--- config.mk ---
export PLATFORM = sky130hd
export DESIGN_NAME = timer_counter
export DESIGN_NICKNAME = d
export VERILOG_FILES = /design/src/rtl/timer_pkg.sv /design/src/rtl/timer_counter.sv
export SDC_FILE = /design/constraint.sdc
export NUM_CORES = 1
export LEC_CHECK = 0
export BUFFER_PORTS_ARGS = -buffer_cell sky130_fd_sc_hd__clkbuf_2
export CORE_ASPECT_RATIO = 1.25
export CORE_MARGIN = 8
export CORE_UTILIZATION = 57
export DETAILED_ROUTE_END_ITERATION = 8
export PLACE_DENSITY = 0.89
export SETUP_SLACK_MARGIN = 0.4
export SLEW_MARGIN = 15
export SYNTH_ARGS = -nofsm -noshare
export SYNTH_HDL_FRONTEND = slang
export SYNTH_SLANG_ARGS = --single-unit
--- constraint.sdc ---
create_clock -name clk -period 3.2 [get_ports clk]
set_clock_uncertainty 0.2 [all_clocks]
set_input_delay 0.8 -clock clk [delete_from_list [all_inputs] [get_ports clk]]
set_output_delay 0.8 -clock clk [all_outputs]
set_load 0.005 [all_outputs]
--- src/rtl/timer_pkg.sv ---
// Shared definitions for the memory-mapped down-counting timer.
// State encoding, register word offsets and CTRL field positions.
package timer_pkg;

    typedef enum logic [1:0] {
        ST_IDLE = 2'd0,
        ST_LOAD = 2'd1,
        ST_CNT  = 2'd2,
        ST_INT  = 2'd3
    } state_t;

    localparam logic [1:0] TC_CTRL   = 2'd0;
    localparam logic [1:0] TC_PRESET = 2'd1;
    localparam logic [1:0] TC_COUNT  = 2'd2;

    localparam int CTRL_EN = 0;
    localparam int CTRL_IM = 3;

    localparam logic [1:0] MODE_ONESHOT = 2'b00;
    localparam logic [1:0] MODE_AUTO    = 2'b01;

    // Modes 10 and 11 fall back to one-shot behaviour.
    function automatic logic is_auto(input logic [3:0] ctrl);
        return ctrl[2:1] == MODE_AUTO;
    endfunction

endpackage

--- src/rtl/timer_counter.sv ---
// Down-counting timer with CTRL/PRESET/COUNT registers.
// Raises a level (one-shot) or single-cycle (auto-reload) IRQ on expiry.
module timer_counter
    import timer_pkg::*;
#(
    parameter int               CNT_W        = 32,
    parameter logic [CNT_W-1:0] RESET_PRESET = '0
) (
    input  logic        clk,
    input  logic        reset,
    input  logic [1:0]  Addr,
    input  logic        WE,
    input  logic [31:0] Din,
    output logic [31:0] Dout,
    output logic        IRQ
);

    localparam logic [CNT_W-1:0] ONE = 1;

    logic [3:0]       ctrl;
    logic [CNT_W-1:0] preset;
    logic [CNT_W-1:0] count;
    logic             irq_pending;
    state_t           state;

    always_ff @(posedge clk or negedge reset) begin
        if (!reset) begin
            ctrl        <= '0;
            preset      <= RESET_PRESET;
            count       <= '0;
            irq_pending <= 1'b0;
            state       <= ST_IDLE;
        end else begin
            case (state)
                ST_IDLE: begin
                    if (ctrl[CTRL_EN])
                        state <= ST_LOAD;
                end
                ST_LOAD: begin
                    count <= preset;
                    state <= ST_CNT;
                end
                ST_CNT: begin
                    if (!ctrl[CTRL_EN]) begin
                        state <= ST_IDLE;
                    end else if (count == '0) begin
                        state       <= ST_INT;
                        irq_pending <= 1'b1;
                    end else begin
                        count <= count - ONE;
                    end
                end
                ST_INT: begin
                    if (is_auto(ctrl)) begin
                        irq_pending <= 1'b0;
                        state       <= ST_LOAD;
                    end else begin
                        ctrl[CTRL_EN] <= 1'b0;
                        state         <= ST_IDLE;
                    end
                end
                default: state <= ST_IDLE;
            endcase

            // Bus writes come last so they override the FSM this cycle.
            if (WE) begin
                case (Addr)
                    TC_CTRL: begin
                        ctrl        <= Din[3:0];
                        irq_pending <= 1'b0;
                        state       <= ST_IDLE;
                    end
                    TC_PRESET: begin
                        preset      <= Din[CNT_W-1:0];
                        irq_pending <= 1'b0;
                    end
                    default: ;
                endcase
            end
        end
    end

    always_comb begin
        Dout = '0;
        case (Addr)
            TC_CTRL:   Dout[3:0]       = ctrl;
            TC_PRESET: Dout[CNT_W-1:0] = preset;
            TC_COUNT:  Dout[CNT_W-1:0] = count;
            default:   Dout            = '0;
        endcase
    end

    assign IRQ = irq_pending & ctrl[CTRL_IM];

endmodule

; Word-level counts from Yosys, hierarchy flattened
; Cells that the tools add are included.
[word_totals]
reg_bits = 71
word_cells = 46
[classes]
addsub = 1
eq_ne = 8
n_mux = 22
n_bitwise = 1
n_reduce_logical = 8
[ops]
columns = op, count
row1 = two-way mux 32 bit, 2
row2 = case mux 32 bit (2 select lines), 1
row3 = case mux 28 bit (2 select lines), 1
row4 = zero test 32 bit, 1
row5 = "subtractor 32 x 1 -> 32 bit, second input constant", 1
row6 = case mux 4 bit (3 select lines), 1
row7 = two-way mux 1 bit, 10
row8 = two-way mux 2 bit, 5
row9 = case mux 2 bit (4 select lines), 1
row10 = "equality test 2 x 1 -> 1 bit, second input constant", 3
row11 = "equality test 2 bit, second input constant", 3
row12 = zero test 2 bit, 2
row13 = "inequality test 2 bit, second input constant", 2
row14 = AND reduction 2 bit, 2
row15 = AND reduction 3 bit, 1
row16 = case mux 1 bit (2 select lines), 1
row17 = nonzero test 2 bit, 1
row18 = OR reduction 2 bit, 1
row19 = bitwise AND 1 bit, 1

; Longest topological paths before layout
[logic_depth]
depth_word = 6
depth_mapped = 8

; Least setup slack after synthesis
; Ideal clock, no wire load.
[synth_path]
path_kind = input to output
from = in Addr[1]
to = out Dout[16]
arrival_ns = 1.734
required_time_ns = 2.200
setup_slack_ns = 0.466
cell_stages = 6
path_cell_list = inv_1 ha_1 clkbuf_1 clkbuf_1 a22oi_1 nor2b_1
[synth_via]
elab_chain_cells = 2
elab_cells_between_ends = 3
[synth_rtl]
columns = item, line
row1 = start: declaration, timer_counter.sv:11  ; input logic [1:0] Addr,
row2 = equality test 2 bit or equality test 2 x 1 -> 1 bit (tied branches), timer_counter.sv:85  ; case (Addr)
row3 = case mux 28 bit (2 select lines) *, timer_counter.sv:85
row4 = end: declaration, timer_counter.sv:14  ; output logic [31:0] Dout,
; Mark *: on every way between the ends. The rest lies on a longest branch, timed or not.

; Worst setup path in the final report
[layout_path]
from = in Addr[1]
to = out Dout[23]
; The elaborated chain is that of the path after synthesis.

==> out/metrics.yaml <==
outcome: "finished clean"
setup_viol: 0
grt_usage_pct: 22.7
setup.worst_path.class: "in -> out"
place.gp.congestion: 0.856
dp_slack_ps: 297
fin_ws_ps: 423
async_flop_share_pct: 100
drtPass1Iterations: 6
arrival_ps: 1780
busiest_layer: "met2"
critPathMaxFanout: 17
met1_usage_pct: 26.1
grt_use_met2_pct: 38.5
synth_cell_types: 45
coreArea_um2: 7310
yosysSeqAreaShare_pct: 41.9
worstSkewPairLatency_ps: 360
drt_iter0_markers: 565
numCtsBuffers: 9
synth_top_cell_by_area: "dfrtp_1"
synth_top_flop_cell: "dfrtp_1"
grt_max_degree: 72
cts_tree: "built"
ys_warn_count: 0
synth_area_leaders: "dfrtp_1 (42%), mux2_2 (9.3%), a22oi_1 (6.0%)"
cp.required_ps: 2200
drive_gt1_share_pct: 32.6
globalRouteOverflowTotal: 0
avgSynthCellArea_um2: 9.54
cts.sinks: 71
syn_inst: 444
cts_max_level: 3
initial_core_util_pct: 57.9
dpl.hpwl_um: 7650
clkTransAtPathRegs_ps: 80
mostFrequentLayoutCell: "dfrtp_1"
fmax_mhz: 360
io_buffers: 69
cap_violations: 0
path_cells: "buf_8, inv_6, ha_4, bufbuf_16, a22oi_1, nor2b_1, clkbuf_2"
ys_ff_latch: 71
fin_nets: 544
first_global_vias: 4022
hold_path_class: "in -> async"
hold_viol: 0
area_delta_synth_final_pct: 20.2
routed-via-count: 4099
root_buffer: "clkbuf_8"
std_cell_rows: 35
tns_ps: 0
cp_slowest_cell: "bufbuf_16"
syn-cell-area_um2: 4240
critPathLaunchType: "input port"
antenna_found_initial: 0
die_h_um: 112
grt_setup_unrepaired: "yes"
relSlewSlack_pct: 43.2
drv_slew: 0
power_density_nw_per_um2: 820
wl_per_cell_um: 20.2
via_per_inst: 6.85
num_antenna_cells: 0
cts_hold_buf: 0
p_total_mw: 4.18
fin_crit_sh_pct: 86.8
num_io_pins: 70
die_area_um2: 10500
fin_crit_ps: 2780
syn_nets: 487
synth_edf_count: 0
critPathCaptureType: "output pin"
layout_common_cells: "dfrtp_1 (71), clkbuf_2 (65), mux2_2 (35)"
drc: 0
p_leak_nw: 2.07
grtUsageMet3_pct: 4.94
drtAntennaViolNets: 0
die_w_um: 93.1
yosys.area.top_type_share_pct: 41.9
worst_ir_drop_vdd_mv: 0.466
worst-slew-pin-transition_ps: 849
routed_wl_um: 12100
cts_buffer_depth: 2
grt_pass1_wl_um: 19500
worst_path_largest_cell_delay_ps: 310
-- per-stage QoR --
step / instance area (µm²) / hold slack [ps] / cells / util (%)
2_1_floorplan: 4240 / 279 / 444 / -
3_5_place_dp: 4670 / 309 / 579 / 63.9
3_3_place_gp: 4670 / 298 / 579 / 63.9
4_1_cts: 5000 / 272 / 598 / 68.3
6_report: 5090 / 248 / 598 / 69.6
5_1_grt: 5090 / 287 / 598 / 69.6
-- cell usage after synthesis, types with 2 or more instances --
cell	instances
a222oi_1	4
nand2_1	23
nor2b_1	33
and2_1	3
inv_1	6
buf_1	4
o211ai_1	2
or3_1	5
o41ai_2	2
nor3_1	21
o21ai_0	20
a22oi_1	34
dfrtp_1	71
nor3b_1	2
a22o_1	9
o22ai_1	14
o2bb2ai_1	19
a211oi_1	2
nor4_1	18
or2_2	3
a31oi_1	4
ha_1	6
nand4_1	3
o22a_1	6
mux2_2	35
a21oi_1	14
o31ai_1	3
clkbuf_1	33
or3_4	2
buf_2	2
nor2_1	24
nand3_1	4
-- path summary, 6_finish.rpt --
path                            from         end  cells after the start  slack, ps
max                          Addr[1]    Dout[23]                      7        420
min                            reset     ctrl[0]                      2        250
max reg2reg                count[17]   count[31]                      7        440
min reg2reg                  ctrl[3]     ctrl[3]                      1        330
max in group asynchronous      reset  preset[27]                      2       2240
min in group clk             ctrl[3]     ctrl[3]                      1        330
-- report_power, final --
part / total, mW / switching (mW) / internal [mW]
Combinational: 1.77 / 0.983 / 0.790
Sequential: 1.63 / 0.439 / 1.19
Clock: 0.770 / 0.346 / 0.424
-- sequential cells by signal, summed over array words and instances, names as in the netlist --
signal	count
preset	32
ctrl	4
count	32
state	2
irq_pending	1
-- worst max-delay path: cells and delay by family --
| kind | cells | cell delay [ps] |
|---|---|---|
| AO/OA/AOI/OAI | 1 | 90 |
| adder cells (fa/ha/maj) | 1 | 150 |
| AND/OR/NAND/NOR | 1 | 130 |
| buffers and inverters | 4 | 600 |
-- layout make-up --
cell class | count | area (µm²)
Inverter | 6 | 27.5
Clock buffer | 12 | 165
Clock inverter | 4 | 52.6
Sequential cell | 71 | 1780
Fill cell | 529 | 2220
Tap cell | 92 | 115
Multi-Input combinational cell | 326 | 2380
Timing Repair Buffer | 87 | 578
-- kinds of logic (layout without fill, tap and decap cells) --
family                   after synthesis  after routing  synth area share [%]
flip-flops                            71             71                  41.9
multiplexers                          36             36                  9.54
adder cells (fa/ha/maj)                6              6                  1.77
AND/OR/NAND/NOR                      146            146                  18.6
buffers and inverters                 47            109                  4.49
AO/OA/AOI/OAI                        138            138                  23.7
-- per-layer routing --
layer / routed length, µm / vias to the layer above
met2: 6230 / 261
met5: 0 / -
li1: - / 1798
met3: 994 / 58
met4: 512 / 0
met1: 4350 / 1982
-- what timing repair did --
action | in CTS | in global routing
gates cloned | 1 | 0
setup buffers | 2 | 0
endpoints found under the setup margin | 23 | 61
resized for setup | 11 | 24
pin swaps | 3 | 6
Note: power is estimated with default switching activity, not from simulation.
